## src/rtl/hazard_unit.sv

```systemverilog
// hazard_unit -- pipeline hazard detection and forwarding control.
//
// Keeps a shadow copy of the destination/control fields of the EX, MEM and
// WB stages. From that state and the instruction in ID it derives the
// stall, bubble, flush and operand-forwarding controls. It also counts the
// cycles in which the PC was held.
//
// Ports
//   clk, rst        clock; asynchronous active-high reset
//   id_opcode       opcode of the instruction in ID
//   id_rs/rt/rd     register fields of the instruction in ID
//   br_taken        beq comparison result (meaningful only for beq)
//   mem_busy        data memory not ready; freezes the whole pipeline
//   pc_write        1 = PC may update
//   ifid_write      1 = IF/ID may load
//   ifid_flush      1 = IF/ID loads a bubble (taken branch)
//   idex_bubble     1 = ID/EX loads all-zero control
//   fwd_a, fwd_b    EX operand source: 00 regfile, 10 EX/MEM, 01 MEM/WB
//   stall_count     saturating count of cycles with pc_write=0
module hazard_unit (
    input  logic        clk,
    input  logic        rst,
    input  logic [5:0]  id_opcode,
    input  logic [4:0]  id_rs,
    input  logic [4:0]  id_rt,
    input  logic [4:0]  id_rd,
    input  logic        br_taken,
    input  logic        mem_busy,
    output logic        pc_write,
    output logic        ifid_write,
    output logic        ifid_flush,
    output logic        idex_bubble,
    output logic [1:0]  fwd_a,
    output logic [1:0]  fwd_b,
    output logic [15:0] stall_count
);

    typedef enum logic [5:0] {
        OP_RTYPE = 6'b000000,
        OP_BEQ   = 6'b000100,
        OP_ADDI  = 6'b001000,
        OP_ANDI  = 6'b001100,
        OP_LW    = 6'b100011,
        OP_SW    = 6'b101011
    } opcode_t;

    typedef struct packed {
        logic [4:0] dst;
        logic       regwrite;
        logic       memread;
    } stage_t;

    stage_t     ex_st, mem_st, wb_st;
    logic [4:0] ex_rs, ex_rt;

    stage_t     id_st;
    logic [4:0] id_src_rs, id_src_rt;
    logic       id_beq;
    logic       load_use, br_hazard;

    // Register $0 is never a real producer, so it never matches.
    function automatic logic hits(input logic [4:0] dst, input logic [4:0] src);
        return (dst != 5'd0) && (dst == src);
    endfunction

    function automatic logic [1:0] fwd_sel(input logic [4:0] src,
                                           input stage_t    m,
                                           input stage_t    w);
        if (m.regwrite && hits(m.dst, src))
            return 2'b10;
        else if (w.regwrite && hits(w.dst, src))
            return 2'b01;
        else
            return 2'b00;
    endfunction

    // Source fields that the instruction does not read are zeroed, so they
    // can never raise a hazard or select a forward.
    always_comb begin
        id_st     = '0;
        id_src_rs = '0;
        id_src_rt = '0;
        id_beq    = 1'b0;
        case (id_opcode)
            OP_RTYPE: begin
                id_st.dst      = id_rd;
                id_st.regwrite = 1'b1;
                id_src_rs      = id_rs;
                id_src_rt      = id_rt;
            end
            OP_ADDI, OP_ANDI: begin
                id_st.dst      = id_rt;
                id_st.regwrite = 1'b1;
                id_src_rs      = id_rs;
            end
            OP_LW: begin
                id_st.dst      = id_rt;
                id_st.regwrite = 1'b1;
                id_st.memread  = 1'b1;
                id_src_rs      = id_rs;
            end
            OP_SW: begin
                id_src_rs = id_rs;
                id_src_rt = id_rt;
            end
            OP_BEQ: begin
                id_src_rs = id_rs;
                id_src_rt = id_rt;
                id_beq    = 1'b1;
            end
            default: ;
        endcase
    end

    always_comb begin
        load_use  = ex_st.memread &&
                    (hits(ex_st.dst, id_src_rs) || hits(ex_st.dst, id_src_rt));
        br_hazard = id_beq &&
                    ((ex_st.regwrite  && (hits(ex_st.dst,  id_src_rs) || hits(ex_st.dst,  id_src_rt))) ||
                     (mem_st.memread  && (hits(mem_st.dst, id_src_rs) || hits(mem_st.dst, id_src_rt))));
    end

    // Priority: reset, memory busy, data/branch hazard, taken branch.
    always_comb begin
        pc_write    = 1'b1;
        ifid_write  = 1'b1;
        ifid_flush  = 1'b0;
        idex_bubble = 1'b0;
        if (rst) begin
            // outputs stay at their normal-operation values
        end else if (mem_busy) begin
            pc_write   = 1'b0;
            ifid_write = 1'b0;
        end else if (load_use || br_hazard) begin
            pc_write    = 1'b0;
            ifid_write  = 1'b0;
            idex_bubble = 1'b1;
        end else if (id_beq && br_taken) begin
            ifid_flush = 1'b1;
        end
    end

    always_comb begin
        fwd_a = fwd_sel(ex_rs, mem_st, wb_st);
        fwd_b = fwd_sel(ex_rt, mem_st, wb_st);
    end

    always_ff @(posedge clk or posedge rst) begin
        if (rst) begin
            ex_st  <= '0;
            ex_rs  <= '0;
            ex_rt  <= '0;
            mem_st <= '0;
            wb_st  <= '0;
        end else if (!mem_busy) begin
            wb_st  <= mem_st;
            mem_st <= ex_st;
            if (idex_bubble) begin
                ex_st <= '0;
                ex_rs <= '0;
                ex_rt <= '0;
            end else begin
                ex_st <= id_st;
                ex_rs <= id_src_rs;
                ex_rt <= id_src_rt;
            end
        end
    end

    always_ff @(posedge clk or posedge rst) begin
        if (rst)
            stall_count <= '0;
        else if (!pc_write && (stall_count != '1))
            stall_count <= stall_count + 16'd1;
    end

endmodule

```

## config.mk

```make
export PLATFORM = sky130hd
export DESIGN_NAME = hazard_unit
export DESIGN_NICKNAME = d
export VERILOG_FILES = /design/src/rtl/hazard_unit.sv
export SDC_FILE = /design/constraint.sdc
export NUM_CORES = 1
export LEC_CHECK = 0
export BUFFER_PORTS_ARGS = -buffer_cell sky130_fd_sc_hd__buf_2
export CORE_UTILIZATION = 40
export CTS_BUF_LIST = sky130_fd_sc_hd__clkbuf_8
export DETAILED_ROUTE_END_ITERATION = 8
export GPL_ROUTABILITY_DRIVEN = 0
export PLACE_DENSITY_LB_ADDON = 0.15
export SLEW_MARGIN = 10
export SYNTH_ARGS = -nofsm -noshare
export SYNTH_HDL_FRONTEND = slang
export SYNTH_SLANG_ARGS = --single-unit
```

## constraint.sdc

```tcl
create_clock -name clk -period 7.4 [get_ports clk]
set_input_delay 1.48 -clock clk [delete_from_list [all_inputs] [get_ports clk]]
set_output_delay 1.48 -clock clk [all_outputs]
set_load 0.05 [all_outputs]
```

==> results of run 1 <==
## sequential cells by signal (all words and copies together) (netlist names)
signal       flops
ex_rs            5
ex_rt            5
ex_st            7
mem_st           7
stall_count     16
wb_st            6
## cell usage after synthesis, drive strengths merged, types with 4 or more instances
cell type	number	area, sq um
nor4	6	37.5
xnor2	19	166
buf	9	71.3
nor3	12	60.1
o21ai	13	65.1
clkbuf	11	41.3
a32o	10	100
xor2	28	245
mux2	17	191
nand3b	4	30.0
a22oi	4	35.0
nor2	13	51.3
and3	8	51.3
nand2	18	67.6
dfrtp	46	1150
nand4	5	31.3
a22o	11	96.3
a31oi	4	40.0
and2	4	27.5
o22ai	5	31.3
nand3	12	60.1
## metrics by stage
step	hold slack, ps	std cells
5_1_grt	522	413
3_5_place_dp	481	405
4_1_cts	499	413
3_3_place_gp	484	405
6_report	491	413
2_1_floorplan	470	280
## power by group through the flow
stage	clock network, uW	registers, uW	logic [uW]
after floorplan	0	345	74.2
after global placement	0	300	162
after detailed placement	0	301	163
after CTS	195	296	164
after global routing	207	300	176
final	190	295	162
## metal layers
| metal | vias to the layer above | GRT usage [%] |
|---|---|---|
| li1 | 1096 | - |
| met1 | 1122 | 26.4 |
| met2 | 55 | 30.4 |
| met3 | 8 | 2.98 |
| met4 | 0 | 6.67 |
| met5 | - | 0 |
## cell type report
cell class / instances / area, sq um / share of cell area (%)
repair buffers: 49 / 248 / 7.76
multi-input cells: 211 / 1550 / 48.5
clock inverters: 3 / 43.8 / 1.37
flip-flops and latches: 46 / 1150 / 36.1
clock buffers: 5 / 68.8 / 2.16
inverters: 3 / 11.3 / 0.353
well taps: 96 / 120 / 3.76
## worst min-delay path by stage
stage	end	slack (ps)	depth (start not counted)
after floorplan	ex_st[1]$_DFFE_PP0N_	470	2
after global placement	stall_count[4]$_DFFE_PP0P_	480	1
after detailed placement	stall_count[4]$_DFFE_PP0P_	480	1
after CTS	stall_count[4]$_DFFE_PP0P_	500	1
after global routing	stall_count[4]$_DFFE_PP0P_	520	1
final	stall_count[13]$_DFFE_PP0P_	490	1
## cell families (layout without fill, tap and decap cells)
family / after synthesis / after routing / share of synthesized area (%)
and+or+nand+nor: 92 / 92 / 17.5
muxes: 17 / 17 / 6.78
buffers and inverters: 23 / 60 / 4.39
xor gates and xnor gates: 47 / 47 / 14.6
AOI/OAI and AO/OA: 54 / 54 / 15.5
adders and majority gates: 1 / 1 / 0.443
DFF: 46 / 46 / 40.8
==> Flow_metrics.wiki, run 1 <==
{| class="wikitable"
! Metric !! Value
|-
| Area added between synthesis and finish || 13.0%
|-
| Pleak || 0.00152 uW
|-
| Total Neg Setup Slack || 0 ps
|-
| Capture point of the worst path || pc_write
|-
| Data required time at the worst endpoint || around 5900 ps
|-
| Most common cell after layout, fill and taps aside || sky130_fd_sc_hd__buf_2
|-
| Slowest cell on the critical path || sky130_fd_sc_hd__or4_4
|-
| Sum of internal, switching and leakage power || 648 uW
|-
| CP Buf/Inv Count || 3
|-
| Cells traversed along the worst timing path || buf_2, or4_4, o22ai_1, nand2_1, a22oi_1, o21ai_0, a31oi_4, inv_1, buf_2
|-
| Final ANT Viol Nets || 0
|-
| Width of the die || about 86 um
|-
| Register area share after synthesis || between 40% and 50%
|-
| Slew at the pin closest to its max-slew limit || between 700 and 800 ps
|-
| Net switching power of the design || between 200 and 250 uW
|-
| Number of inserted filler cells in the final layout || around 670
|-
| Initial antenna violation count || 0
|-
| Total number of vias || approximately 2300
|-
| WP data arrival || 3980 ps
|-
| Total number of clock tree sinks || 46
|-
| Standard cell area after detailed placement || 3080 sq um
|-
| Starting utilization of the core area || about two fifths
|-
| DP Wirelength || roughly 4900 um
|-
| Antenna diode instance count || 0
|-
| Power density normalized to cell area || slightly above 200 nW/um^2
|-
| Number of nets in the final layout || between 300 and 400
|-
| Crit Path Class || input pin to output pin
|-
| Final period util || 73.9%
|-
| Leading cell types in the layout, fill and taps excluded || 48 x sky130_fd_sc_hd__buf_2, 46 x sky130_fd_sc_hd__dfrtp_1, 28 x sky130_fd_sc_hd__xor2_1
|-
| Uppermost metal layer occupied by signal nets || met4
|-
| Worst-case register-to-register setup slack || ~4500 ps
|-
| Length of routed wiring on met1 || slightly above 3000 um
|-
| Router iterations before antenna repair || 4
|-
| Clock root buffer || sky130_fd_sc_hd__clkbuf_8
|-
| Combined area of all synthesized cells || around 2800 sq um
|-
| F_max || roughly 180 MHz
|-
| Final Routed Wirelength || roughly 6400 um
|-
| Insertion delay of the later-clocked pin in the worst-skew pair || roughly 300 ps
|-
| Hold path start || stall_count[13]$_DFFE_PP0P_
|-
| Kind of end point of the critical path || output pin
|-
| CORE AREA || 6790 sq um
|-
| Cells after synthesis || between 200 and 300
|-
| Power share of the sequential group || roughly 46%
|-
| Worst clock skew || slightly below 10 ps
|-
| Metal3 WL || roughly 230 um
|-
| Clock tree from TritonCTS || done
|-
| Setup slack of the critical path after layout || between 1500 and 2000 ps
|-
| Iter 0 DRT Violations || roughly 110
|-
| Via count normalized by instance count || ~5.5
|-
| Metal2 WL || 3030 um
|-
| Final instance area || roughly 3200 sq um
|-
| Routed length per placed instance || 15.6 um
|-
| Die height || approximately 86 um
|-
| Slowest Stage Delay on Critical Path || roughly 560 ps
|-
| Synthesis Warnings || 0
|-
| Count of endpoints failing hold in the final timing report || 0
|-
| Area of the die || 7400 sq um
|-
| Global route overflow || 0
|-
| Share of layout cells above drive strength 1 || between 20 and 30%
|-
| Number of enable flip-flop cells after synthesis || 0
|-
| Post-route DRC || 0
|-
| Via count of the first global-routing pass || about 2200
|-
| Maximum vdd drop || 0.0747 mV
|-
| Post-cts gate resize count || 0
|-
| Count of boundary I/O pins || 49
|-
| Number of levels the H-tree was split into || 2
|-
| Crit path launch || id_opcode[0]
|-
| Endpoint of the worst-slack reg-to-reg timing path || stall_count[1]$_DFFE_PP0P_
|-
| Depth of the worst register-to-register path || 8
|-
| Share of power burned in combinational logic || between 20 and 30%
|-
| Worst Setup Slack post-DPL || roughly 2000 ps
|-
| Final Critical Period || 5460 ps
|-
| Syn_nets || 306
|-
| Max Buffers Root-to-Sink || 2
|-
| Clk pin slew, worst setup/hold paths || around 100 ps
|-
| Worst Setup Start Kind || input pin
|-
| Net switching share of the total power || about a third
|-
| Rows || 30
|-
| Levels on crit path || 9
|-
| Pin count of the biggest net entering global routing || 35
|-
| Number of port buffers || 48
|-
| Number of distinct library cells after synthesis || 45
|-
| Unrepaired setup endpoints after global routing || no
|-
| Setup violators final || 0
|-
| First-pass GRT wire length || approximately 11000 um
|-
| Syn_area_per_cell || between 10 and 15 sq um
|-
| Part of the power in the clock network || between 20% and 30%
|-
| CTS buffer count || 5
|-
| Total routing usage reported by global routing || 19.1%
|-
| Critical path fanouts, max || 17
|-
| Worst max-slew margin expressed relative to the limit || 52.0%
|-
| Final-report max-slew violation count || 0
|-
| Status || complete, no violations
|-
| RR Startpoint || mem_st[6]$_DFFE_PP0N_
|-
| Cell family with the largest share of critical-path delay || compound AO/OA/AOI/OAI gates
|-
| Total of max-cap violations || 0
|-
| Dominant cell type by count on the critical path || sky130_fd_sc_hd__buf_2
|-
| Count of buffers added by post-CTS timing repair for setup || 0
|-
| Async set or reset register ratio after synthesis || 100%
|-
| Cell Int Power || between 400 and 500 uW
|-
| Number of buffers inserted by hold repair at cts || 0
|-
| Core utilization of the finished layout || a little under half
|-
| FF+latch count, synth || 46
|-
| Min-Delay Path Class || flop to flop
|-
| Synth Flop Type || sky130_fd_sc_hd__dfrtp_1
|}
Note: power is estimated with default switching activity, not from simulation.
==> inputs of run 2 (changes only) <==
==> constraint.sdc (replaced) <==
create_clock -name clk -period 4.9 [get_ports clk]
set_input_delay 0.98 -clock clk [delete_from_list [all_inputs] [get_ports clk]]
set_output_delay 0.98 -clock clk [all_outputs]
set_load 0.05 [all_outputs]
==> run 2 against run 1 <==
  * Core utilization up 0.17 points
  * Clock power up 48%
  * Via count down 2.8%
  * Critical endpoint is now idex_bubble
  * Largest cell class unchanged
  * Highest routed layer unchanged
==> Flow_metrics.wiki, run 2 (synthesized netlist as in run 1, its figures left out) <==
{| class="wikitable"
! Metric !! Value
|-
| Status || complete, no violations
|-
| Power density normalized to cell area || slightly above 300 nW/um^2
|-
| Cells traversed along the worst timing path || buf_2, or4_4, o22ai_1, nand2_1, a22oi_1, o21ai_0, and2_2, nor3_1, buf_2
|-
| Kind of end point of the critical path || output pin
|-
| Number of nets in the final layout || approximately 340
|-
| Hold WS || between 400 and 500 ps
|-
| Number of port buffers || 48
|-
| Worst clock skew || 6.25 ps
|-
| Endpoint of the worst-slack reg-to-reg timing path || stall_count[1]$_DFFE_PP0P_
|-
| Post-cts gate resize count || 0
|-
| Iter 0 DRT Violations || 90
|-
| Slowest Stage Delay on Critical Path || between 500 and 600 ps
|-
| Clk pin slew, worst setup/hold paths || 90 ps
|-
| Cell Count, Final, Fillers Out || roughly 420
|-
| Count of endpoints failing hold in the final timing report || 0
|-
| Die height || 86.0 um
|-
| Leading cell types in the layout, fill and taps excluded || 48 x sky130_fd_sc_hd__buf_2, 46 x sky130_fd_sc_hd__dfrtp_1, 28 x sky130_fd_sc_hd__xor2_1
|-
| Final ANT Viol Nets || 0
|-
| Slowest cell on the critical path || sky130_fd_sc_hd__or4_4
|-
| Initial antenna violation count || 0
|-
| Slew at the pin closest to its max-slew limit || between 600 and 700 ps
|-
| Number of buffers inserted by hold repair at cts || 0
|-
| F_max || approximately 230 MHz
|-
| Total Neg Setup Slack || 0 ps
|-
| Final instance area || between 3000 and 4000 sq um
|-
| First-pass GRT wire length || 10300 um
|-
| Worst Setup Start Kind || input pin
|-
| WP data arrival || 3370 ps
|-
| Most common cell after layout, fill and taps aside || sky130_fd_sc_hd__buf_2
|-
| Max reg flops || 16
|-
| Setup violators final || 0
|-
| Pin count of the biggest net entering global routing || 36
|-
| Final Critical Period || about 4300 ps
|-
| Pleak || roughly 0.0015 uW
|-
| Via count normalized by instance count || 5.34
|-
| Critical path fanouts, max || 8
|-
| Final Routed Wirelength || roughly 6300 um
|-
| Top flop regs || stall_count (16), ex_st (7), mem_st (7)
|-
| Antenna diode instance count || 0
|-
| CORE AREA || 6790 sq um
|-
| Count of boundary I/O pins || ~50
|-
| Number of placed instances with taps included || between 400 and 500
|-
| Unrepaired setup endpoints after global routing || no
|-
| Router iterations before antenna repair || 4
|-
| Post-route DRC || 0
|-
| Core utilization of the finished layout || around 47%
|-
| Rows || 30
|-
| Area of the die || 7400 sq um
|-
| Width of the die || around 86 um
|-
| Final-report max-slew violation count || 0
|-
| Depth of the worst register-to-register path || 9
|-
| Maximum vdd drop || about 0.14 mV
|-
| DP Wirelength || around 4700 um
|-
| Hold depth || 1
|-
| Data required time at the worst endpoint || 3920 ps
|-
| Hold path start || stall_count[8]$_DFFE_PP0P_
|-
| Final period util || around nine tenths
|-
| Share of layout cells above drive strength 1 || between 20% and 30%
|-
| Via count of the first global-routing pass || 1979
|-
| Number of inserted filler cells in the final layout || 678
|-
| Worst Hold Endpoint || stall_count[8]$_DFFE_PP0P_
|-
| RR Startpoint || mem_st[6]$_DFFE_PP0N_
|-
| Total number of clock tree sinks || between 40 and 50
|-
| Register with the most flip-flops || stall_count
|-
| Count of buffers added by post-CTS timing repair for setup || 0
|-
| Starting utilization of the core area || between 40% and 50%
|-
| Routed length per placed instance || about 15 um
|-
| Total routing usage reported by global routing || about 18%
|-
| Standard cell area after detailed placement || between 3000 and 4000 sq um
|-
| Worst-case register-to-register setup slack || between 2000 and 2500 ps
|-
| Clock tree from TritonCTS || done
|-
| Total of max-cap violations || 0
|-
| Min-Delay Path Class || flop to flop
|-
| Crit Path Class || input pin to output pin
|-
| Worst max-slew margin expressed relative to the limit || 55.7%
|-
| Global route overflow || 0
|-
| Total number of vias || around 2200
|-
| Area added between synthesis and finish || 13.4%
|-
| CTS buffer count || 5
|-
| Number of levels the H-tree was split into || 2
|-
| Max Buffers Root-to-Sink || 2
|-
| Clock root buffer || sky130_fd_sc_hd__clkbuf_8
|-
| Dominant cell type by count on the critical path || sky130_fd_sc_hd__buf_2
|-
| Insertion delay of the later-clocked pin in the worst-skew pair || 300 ps
|}
==> run 2: changes by cell type in the layout (fill, tap and decap cells not counted), sizes merged <==
cell / change
inv: -1
clkinv: +1
buf: +2
==> run 2: final cells by class <==
class                      instances  area [sq um]  area share [%]
clock buffer                       5          68.8            2.15
clock inverter                     3          40.0            1.25
inverter                           3          11.3           0.352
multi-input combinational        211          1550            48.4
sequential                        46          1150            35.9
tap                               96           120            3.75
timing repair buffer              51           263            8.20
==> run 2: worst max path at each step <==
stage,endpoint,from,slack (ps)
after floorplan,idex_bubble,id_opcode[0],160
after global placement,idex_bubble,id_opcode[0],600
after detailed placement,idex_bubble,id_opcode[0],550
after CTS,idex_bubble,id_opcode[0],560
after global routing,idex_bubble,id_opcode[0],390
final,idex_bubble,id_opcode[0],550
==> run 2: metal layers <==
layer  vias to the layer above  track usage, %  routed length (um)
li1                       1100               -                   -
met3                         7            2.79                 206
met5                         -               0                   0
met2                        45            27.6                2810
met1                      1065            25.5                3190
met4                         0            5.15                  95
==> run 2: worst max-delay path: cells and delay by family <==
| family | cells | cell delay [ps] |
|---|---|---|
| buf+inv | 2 | 400 |
| compound gates | 3 | 950 |
| simple gates | 4 | 1030 |
==> run 2: through the flow <==
| stage | power [uW] | setup WS, ps |
|---|---|---|
| after global routing | 1020 | 391 |
| after global placement | 697 | 601 |
| after detailed placement | 700 | 548 |
| final | 973 | 550 |
| after CTS | 982 | 560 |
| after floorplan | 633 | 160 |
==> run 2: power breakdown <==
| group | internal, uW | switching [uW] |
|---|---|---|
| combinational | 77.9 | 168 |
| clock | 150 | 132 |
| sequential | 409 | 36.1 |
